[config.mk]
export PLATFORM = sky130hd
export DESIGN_NAME = spi_master_flat
export DESIGN_NICKNAME = d
export VERILOG_FILES = /design/src/rtl/spi_master_if.sv /design/src/rtl/spi_master.sv /design/src/flat_wrapper.sv
export SDC_FILE = /design/constraint.sdc
export NUM_CORES = 1
export LEC_CHECK = 0
export ABC_AREA = 1
export ABC_CLOCK_PERIOD_IN_PS = 5500
export BUFFER_PORTS_ARGS = -buffer_cell sky130_fd_sc_hd__buf_2
export CORE_AREA = 4 4 114 116
export DETAILED_ROUTE_END_ITERATION = 12
export DIE_AREA = 0 0 118 120
export GPL_TIMING_DRIVEN = 0
export PLACE_DENSITY = 0.83
export SYNTH_ARGS = -nofsm -noshare
export SYNTH_HDL_FRONTEND = slang
export SYNTH_SLANG_ARGS = --single-unit
[constraint.sdc]
create_clock -name spi_clk_i -period 5.5 [get_ports spi_clk_i]
set_clock_uncertainty 0.05 [all_clocks]
set_input_delay 0.55 -clock spi_clk_i [delete_from_list [all_inputs] [get_ports spi_clk_i]]
set_output_delay 0.55 -clock spi_clk_i [all_outputs]
set_load 0.1 [all_outputs]
[src/rtl/spi_master_if.sv]
// Bus bundle for spi_master: control/data handshake toward the boot controller plus the SPI pins.
// The master modport is the view taken by spi_master itself; slave is the environment's view.
interface spi_master_if #(
  parameter int DATA_W = 48
);
  logic              spi_fbo_i;
  logic              spi_start_i;
  logic [DATA_W-1:0] transmission_data_i;
  logic [1:0]        clock_divider_i;
  logic              MISO;
  logic              SS;
  logic              SCK;
  logic              MOSI;
  logic              done;
  logic [DATA_W-1:0] received_data_o;

  modport master (
    input  spi_fbo_i, spi_start_i, transmission_data_i, clock_divider_i, MISO,
    output SS, SCK, MOSI, done, received_data_o
  );

  modport slave (
    output spi_fbo_i, spi_start_i, transmission_data_i, clock_divider_i, MISO,
    input  SS, SCK, MOSI, done, received_data_o
  );
endinterface

[src/rtl/spi_master.sv]
// SPI mode-0 master moving one DATA_W-bit word per edge-armed start, with programmable SCK divider.
// Optional build macro SPI_MASTER_LOOPBACK_EN: receive shifter samples internal MOSI instead of MISO.
module spi_master #(
  parameter int DATA_W = 48
) (
  input  logic          spi_clk_i,
  input  logic          spi_rst_i,
  spi_master_if.master  bus
);

  typedef enum logic [1:0] {
    ST_IDLE = 2'd0,
    ST_XFER = 2'd1,
    ST_DONE = 2'd2
  } state_t;

  state_t            state_q, state_d;
  logic              armed_q, armed_d;
  logic              fbo_q, fbo_d;
  logic [1:0]        div_q, div_d;
  logic [2:0]        cnt_q, cnt_d;
  logic              phase_q, phase_d;
  logic [5:0]        bit_q, bit_d;
  logic [DATA_W-1:0] tx_q, tx_d;
  logic [DATA_W-1:0] rx_q, rx_d;
  logic [DATA_W-1:0] rdata_q, rdata_d;

  logic [2:0]        h_last;
  logic              mosi_bit;
  logic              rx_bit;
  logic              accept;

  // Last clk cycle index of one SCK half-period (H = 2^div).
  always_comb begin
    case (div_q)
      2'd0:    h_last = 3'd0;
      2'd1:    h_last = 3'd1;
      2'd2:    h_last = 3'd3;
      default: h_last = 3'd7;
    endcase
  end

  assign mosi_bit = fbo_q ? tx_q[0] : tx_q[DATA_W-1];
  assign accept   = (state_q == ST_IDLE) && bus.spi_start_i && armed_q;

`ifdef SPI_MASTER_LOOPBACK_EN
  assign rx_bit = mosi_bit;
`else
  assign rx_bit = bus.MISO;
`endif

  // State register: control and the visible received word honour reset; shifters do not need to.
  always_ff @(posedge spi_clk_i) begin
    if (spi_rst_i) begin
      state_q <= ST_IDLE;
      armed_q <= 1'b1;
      fbo_q   <= 1'b0;
      div_q   <= 2'd0;
      cnt_q   <= 3'd0;
      phase_q <= 1'b0;
      bit_q   <= 6'd0;
      rdata_q <= '0;
    end else begin
      state_q <= state_d;
      armed_q <= armed_d;
      fbo_q   <= fbo_d;
      div_q   <= div_d;
      cnt_q   <= cnt_d;
      phase_q <= phase_d;
      bit_q   <= bit_d;
      rdata_q <= rdata_d;
    end
  end

  always_ff @(posedge spi_clk_i) begin
    tx_q <= tx_d;
    rx_q <= rx_d;
  end

  // Next-state logic.
  always_comb begin
    state_d = state_q;
    armed_d = armed_q;
    fbo_d   = fbo_q;
    div_d   = div_q;
    cnt_d   = cnt_q;
    phase_d = phase_q;
    bit_d   = bit_q;
    tx_d    = tx_q;
    rx_d    = rx_q;
    rdata_d = rdata_q;

    // Re-arm whenever start is seen low, so a held start cannot retrigger.
    if (!bus.spi_start_i) begin
      armed_d = 1'b1;
    end

    case (state_q)
      ST_IDLE: begin
        if (accept) begin
          state_d = ST_XFER;
          armed_d = 1'b0;
          tx_d    = bus.transmission_data_i;
          fbo_d   = bus.spi_fbo_i;
          div_d   = bus.clock_divider_i;
          cnt_d   = 3'd0;
          phase_d = 1'b0;
          bit_d   = 6'd0;
        end
      end

      ST_XFER: begin
        if (cnt_q == h_last) begin
          cnt_d = 3'd0;
          if (!phase_q) begin
            // SCK rising: capture the incoming bit.
            phase_d = 1'b1;
            rx_d    = fbo_q ? {rx_bit, rx_q[DATA_W-1:1]} : {rx_q[DATA_W-2:0], rx_bit};
          end else begin
            // SCK falling: present the next transmit bit or finish.
            phase_d = 1'b0;
            tx_d    = fbo_q ? (tx_q >> 1) : (tx_q << 1);
            if (bit_q == 6'(DATA_W - 1)) begin
              state_d = ST_DONE;
              rdata_d = rx_q;
            end else begin
              bit_d = bit_q + 6'd1;
            end
          end
        end else begin
          cnt_d = cnt_q + 3'd1;
        end
      end

      ST_DONE: begin
        state_d = ST_IDLE;
      end

      default: begin
        state_d = ST_IDLE;
      end
    endcase
  end

  // Outputs decoded purely from registered state.
  always_comb begin
    bus.SS              = 1'b1;
    bus.SCK             = 1'b0;
    bus.MOSI            = 1'b0;
    bus.done            = 1'b0;
    bus.received_data_o = rdata_q;
    case (state_q)
      ST_XFER: begin
        bus.SS   = 1'b0;
        bus.SCK  = phase_q;
        bus.MOSI = mosi_bit;
      end
      ST_DONE: begin
        bus.done = 1'b1;
      end
      default: begin
        bus.SS = 1'b1;
      end
    endcase
  end

endmodule

[src/flat_wrapper.sv]
// flat-port wrapper written by rule: the top's interface ports become plain ports
module spi_master_flat 
#(
  parameter int DATA_W = 48
)
  (spi_clk_i, spi_rst_i, bus_spi_fbo_i, bus_spi_start_i, bus_transmission_data_i, bus_clock_divider_i, bus_MISO, bus_SS, bus_SCK, bus_MOSI, bus_done, bus_received_data_o);
  spi_master_if #(.DATA_W(DATA_W)) bus_i ();
  input  logic spi_clk_i;
  input  logic spi_rst_i;
  input wire logic [$bits(bus_i.spi_fbo_i)-1:0] bus_spi_fbo_i;
  input wire logic [$bits(bus_i.spi_start_i)-1:0] bus_spi_start_i;
  input wire logic [$bits(bus_i.transmission_data_i)-1:0] bus_transmission_data_i;
  input wire logic [$bits(bus_i.clock_divider_i)-1:0] bus_clock_divider_i;
  input wire logic [$bits(bus_i.MISO)-1:0] bus_MISO;
  output wire logic [$bits(bus_i.SS)-1:0] bus_SS;
  output wire logic [$bits(bus_i.SCK)-1:0] bus_SCK;
  output wire logic [$bits(bus_i.MOSI)-1:0] bus_MOSI;
  output wire logic [$bits(bus_i.done)-1:0] bus_done;
  output wire logic [$bits(bus_i.received_data_o)-1:0] bus_received_data_o;
  assign bus_i.spi_fbo_i = bus_spi_fbo_i;
  assign bus_i.spi_start_i = bus_spi_start_i;
  assign bus_i.transmission_data_i = bus_transmission_data_i;
  assign bus_i.clock_divider_i = bus_clock_divider_i;
  assign bus_i.MISO = bus_MISO;
  assign bus_SS = bus_i.SS;
  assign bus_SCK = bus_i.SCK;
  assign bus_MOSI = bus_i.MOSI;
  assign bus_done = bus_i.done;
  assign bus_received_data_o = bus_i.received_data_o;
  spi_master #(.DATA_W(DATA_W)) u_core (.spi_clk_i(spi_clk_i), .spi_rst_i(spi_rst_i), .bus(bus_i));
endmodule
* Word-level counts from Yosys, hierarchy flattened
Index checks and enable logic that the tools add are counted.
Storage, ports and cells: register bits 160, bits in latches 0, RAM bits 0, ROM bits 0, bits of input ports 55, word-level logic and storage cells 69, memories kept 0
Operators by class: add/subtract/negate cells 2, $mul 0, divide/modulo/power cells 0, magnitude comparators 0, equal/unequal tests 11, shifts and indexed selects 0, multiplexer cells 32, bitwise gates (word level) 1, reduce and logical (&&, ||, !) cells 13
Operators by type and width (number):
- two-way mux 48 bit | 5
- one-hot mux 48 bit (2 select lines) | 1
- two-way mux 6 bit | 4
- one-hot mux 6 bit (2 select lines) | 1
- AND reduction 4 bit | 3
- two-way mux 1 bit | 11
- one-hot mux 3 bit (3 select lines) | 1
- two-way mux 2 bit | 4
- inequality test 2 x 1 -> 1 bit, second input constant | 4
- adder 6 x 1 -> 6 bit, second input constant | 1
- equality test 6 bit, second input constant | 1
- two-way mux 3 bit | 2
- one-hot mux 3 bit (2 select lines) | 1
- AND reduction 3 bit | 2
- AND reduction 5 bit | 1
- equality test 2 x 1 -> 1 bit, second input constant | 2
- equality test 2 bit, second input constant | 2
- logical NOT 2 bit | 2
- one-hot mux 2 bit (2 select lines) | 1
- AND reduction 2 bit | 2
- adder 3 x 1 -> 3 bit, second input constant | 1
- equality test 3 bit | 1
- logical AND 1 bit | 2
- inequality test 2 bit, second input constant | 1
- 3 further kinds | 3

* Longest topological paths before layout
depth after elaboration 5, depth in mapped cells 11

* Worst setup path before layout
No wires, ideal clock.
path kind flip-flop to flip-flop, from reg u_core.div_q[1], to reg u_core.tx_q[0], enable pin, arrival 2.970 ns, path slack 2.027 ns, cell stages (with the launch flop) 9, path buffers 0, period minus slack after synthesis 3.473 ns, cells stage by stage dfxtp_1 > nand2_1 > nand2_1 > nand2_1 > clkinv_1 > nand3_2 > nand2_1 > nand2_1 > nor2_1
On the way: word-level cells in the longest chain between the ends 5, elaborated cells between the ends (all ways) 7, classes of those cells 4 x eq/ne; 1 x mux; 2 x reduce/logical
Ends and longest elaborated chain:
- start, declared | RTL line spi_master.sv:20 | logic [1:0] div_q, div_d;
- start signal, assigned | RTL line spi_master.sv:67 | div_q <= div_d;
- equality test 2 bit, or another cell as far along | RTL line spi_master.sv:35 | case (div_q)
- one-hot mux 3 bit (3 select lines) (*) | RTL line spi_master.sv:35
- equality test 3 bit (*) | RTL line spi_master.sv:113 | if (cnt_q == h_last) begin
- inequality test 2 x 1 -> 1 bit (no source line) (*)
- AND reduction 4 bit (no source line) (*)
- end signal, assigned | RTL line spi_master.sv:76 | tx_q <= tx_d;
- end, declared | RTL line spi_master.sv:24 | logic [DATA_W-1:0] tx_q, tx_d;
Every way passes the cells marked *; elsewhere a longest branch is shown, timed or not. A chain may end at the register's enable or synchronous reset.

* Final worst setup path
from reg u_core.state_q[1], to out bus_SS
On the way: word-level cells in the longest chain between the ends 2
Ends and longest elaborated chain:
- start, declared | RTL line spi_master.sv:17 | state_t state_q, state_d;
- start signal, assigned | RTL line spi_master.sv:64 | state_q <= state_d;
- equality test 2 x 1 -> 1 bit | RTL line spi_master.sv:152 | case (state_q)
- two-way mux 1 bit | RTL line spi_master.sv:152
- end, declared | RTL line flat_wrapper.sv:15 | output wire logic [$bits(bus_i.SS)-1:0] bus_SS;
Every way passes these cells.

==> impl_metrics.py <==
metrics = {
    "detailed_routing": {
        "drc": 0,
        "via_per_inst": 5.22,
        "drtAntennaViolNets": 0,
        "routedWlPerCell_um": 13.8,
        "first_iter_violations": 515,
        "drt-total-wl_um": 16300,
        "vias": 6168,
        "firstDrtPassIters": 5,
    },
    "die": {
        "ios": 107,
        "die_x_um": 118,
        "core_mm2": 0.0119,
        "die-area_mm2": 0.0142,
        "rows": 40,
        "start_util_pct": 60.5,
        "die_h_um": 120,
    },
    "synthesis": {
        "ys_warn_count": 0,
        "syn_area_per_cell_um2": 8.04,
        "syn_area_mm2": 0.00721,
        "ys_seq_elements": 160,
        "ys_seq_area_share_pct": 57.8,
        "syn_inst": 896,
        "syn_nets": 953,
        "yosysUniqueCellTypes": 24,
    },
    "critical_path": {
        "crit_path_frequent_cell": "buf_2",
        "startpoint_type": "flop",
        "crit_chain": "inv_1 > nand2_1 > clkbuf_1 > buf_2 > buf_2",
        "crit_buf_inv": 4,
        "worstPathArrival_ns": 2.16,
        "slowest_stage": "buf_2",
        "cpPeakStageDelay_ns": 0.46,
        "crit_required_ns": 4.90,
        "critPathMaxFanout": 10,
        "critical_path_class": "flop to output pin",
        "end_kind": "output pin",
        "path_delay_family": "buffers and inverters",
    },
    "finish": {
        "fin_util_pct": 71.9,
        "layout-drive-gt1-share_pct": 15.7,
        "n_antenna_cell": 0,
        "n_fill_cell": 938,
        "synthToLayoutAreaGrowth_pct": 18.8,
        "finalNetCount": 1079,
        "design_area_mm2": 0.00857,
        "final_cell_mix": "305 x nand2_1, 160 x nor2_1, 118 x buf_2",
        "mostFrequentLayoutCell": "nand2_1",
    },
    "status": {
        "status": "finished, final reports clean",
    },
    "sta": {
        "finalHoldViolCount": 0,
        "period_needed_ns": 2.76,
        "grt_setup_unrepaired": "false",
        "setup_tns_ns": 0,
        "slew_headroom_pct": 52.5,
        "finalCritPeriodShare_pct": 50.1,
        "setup_viol_count_final": 0,
        "drv_slew": 0,
        "setup_ws_ns": 2.74,
        "fmax_mhz": 363,
        "tightest_slew_ns": 0.711,
    },
    "place": {
        "place_area_mm2": 0.00798,
        "place_ws_ns": 3.11,
        "placement.io_buffers": 105,
        "gp_congestion": 0.870,
        "dp_hpwl_um": 10800,
    },
    "cts": {
        "clock_sinks": 160,
        "post_cts_buffers": 0,
        "cts_root_buf": "clkbuf_16",
        "cts_made_buffers": 17,
        "cts-resized-gates": 0,
        "worstSkewPairLatency_ns": 0.42,
        "clkTransAtPathRegs_ns": 0.06,
        "cts_max_path_buffers": 2,
        "ctsHoldBuffers": 0,
        "cts_tree": "done",
        "cts_htree_levels": 4,
    },
    "pwr": {
        "ir_drop_mv": 0.221,
        "p_per_area_mw_per_mm2": 385,
        "cellLeakagePower_nw": 4.02,
    },
    "grt": {
        "grt_max_degree": 34,
        "grt-ovfl-total": 0,
        "grt_pass1_wl_um": 26800,
        "antenna_found_initial": 0,
        "grt_pass1_vias": 5860,
        "grtUsageTotal_pct": 23.5,
    },
    "min_path": {
        "worstHoldPathType": "input port to flop",
    },
    "job": {
        "cap_viol_max_count": 0,
    },
}
## power by group
| part | switching, mW | internal, mW |
|---|---|---|
| clock | 0.458 | 0.693 |
| combinational | 0.389 | 0.167 |
| sequential | 0.0958 | 1.50 |
| total | 0.943 | 2.36 |
## cells in the mapped netlist (all sizes together)
library cell | n | share of area (%)
nand2 | 305 | 16
nor2 | 162 | 8.4
a21oi | 104 | 7.2
edfxtp | 96 | 40
inv | 72 | 3.7
dfxtp | 64 | 18
buf | 25 | 1.8
clkbuf | 24 | 1.2
o21ai | 22 | 1.5
nand3 | 8 | 0.69
nand4 | 5 | 0.43
ha | 2 | 0.35
clkinv | 1 | 0.052
nand3b | 1 | 0.28
nor2b | 1 | 0.087
nor4 | 1 | 0.087
o21bai | 1 | 0.10
xnor2 | 1 | 0.12
xor2 | 1 | 0.12
## per-layer routing
metal  vias up  global-route usage (%)  share of wire, %
met4         0                    9.96               2.3
met3        33                    5.84               7.2
met1      2775                    28.7                41
li1       3104                       -                 -
met5         -                       0                 0
met2       256                    40.0                49
## logic make-up after synthesis
group           Yosys count  synth area share (%)
simple gates            483                  25.9
flops                   160                  57.8
compound gates          127                  8.85
buf+inv                 122                  6.89
xor+xnor                  2                 0.243
fa+ha+maj                 2                 0.347
## metrics by stage
step	std cells	hold slack, ns	power [mW]
global route	1182	0.276	3.44
floorplan	896	0.380	1.98
detailed placement	1150	0.399	2.15
global placement	1148	0.396	2.12
CTS	1182	0.271	3.30
finish	1182	0.285	3.30
## area by class of cell
| class | instances | area (um^2) | area share, % |
|---|---|---|---|
| well taps | 147 | 184 | 2.15 |
| inverters | 73 | 274 | 3.20 |
| clock buffers | 21 | 503 | 5.87 |
| multi-input cells | 614 | 2560 | 29.9 |
| repair buffers | 107 | 573 | 6.69 |
| flip-flops and latches | 160 | 4160 | 48.6 |
| plain buffers | 49 | 223 | 2.60 |
| clock inverters | 11 | 82.6 | 0.964 |
## path summary, 6_finish.rpt
path | start | endpoint | slack [ns] | cells after the start
setup / recovery | u_core.state_q[1] | bus_SS | 2.74 | 5
hold / removal | bus_spi_start_i | u_core.armed_q | 0.28 | 2
hold reg to reg | u_core.armed_q | u_core.armed_q | 0.42 | 2
setup reg to reg | u_core.div_q[1] | u_core.tx_q[42] | 3.11 | 9
## sequential cells by signal, indices dropped and copies added, names as in the netlist
signal	cells
u_core.bit_q	6
u_core.fbo_q	1
u_core.state_q	2
u_core.phase_q	1
u_core.div_q	2
u_core.tx_q	48
u_core.cnt_q	3
u_core.armed_q	1
u_core.rx_q	48
u_core.bus.received_data_o	48
Note: power is estimated with default switching activity, not from simulation.
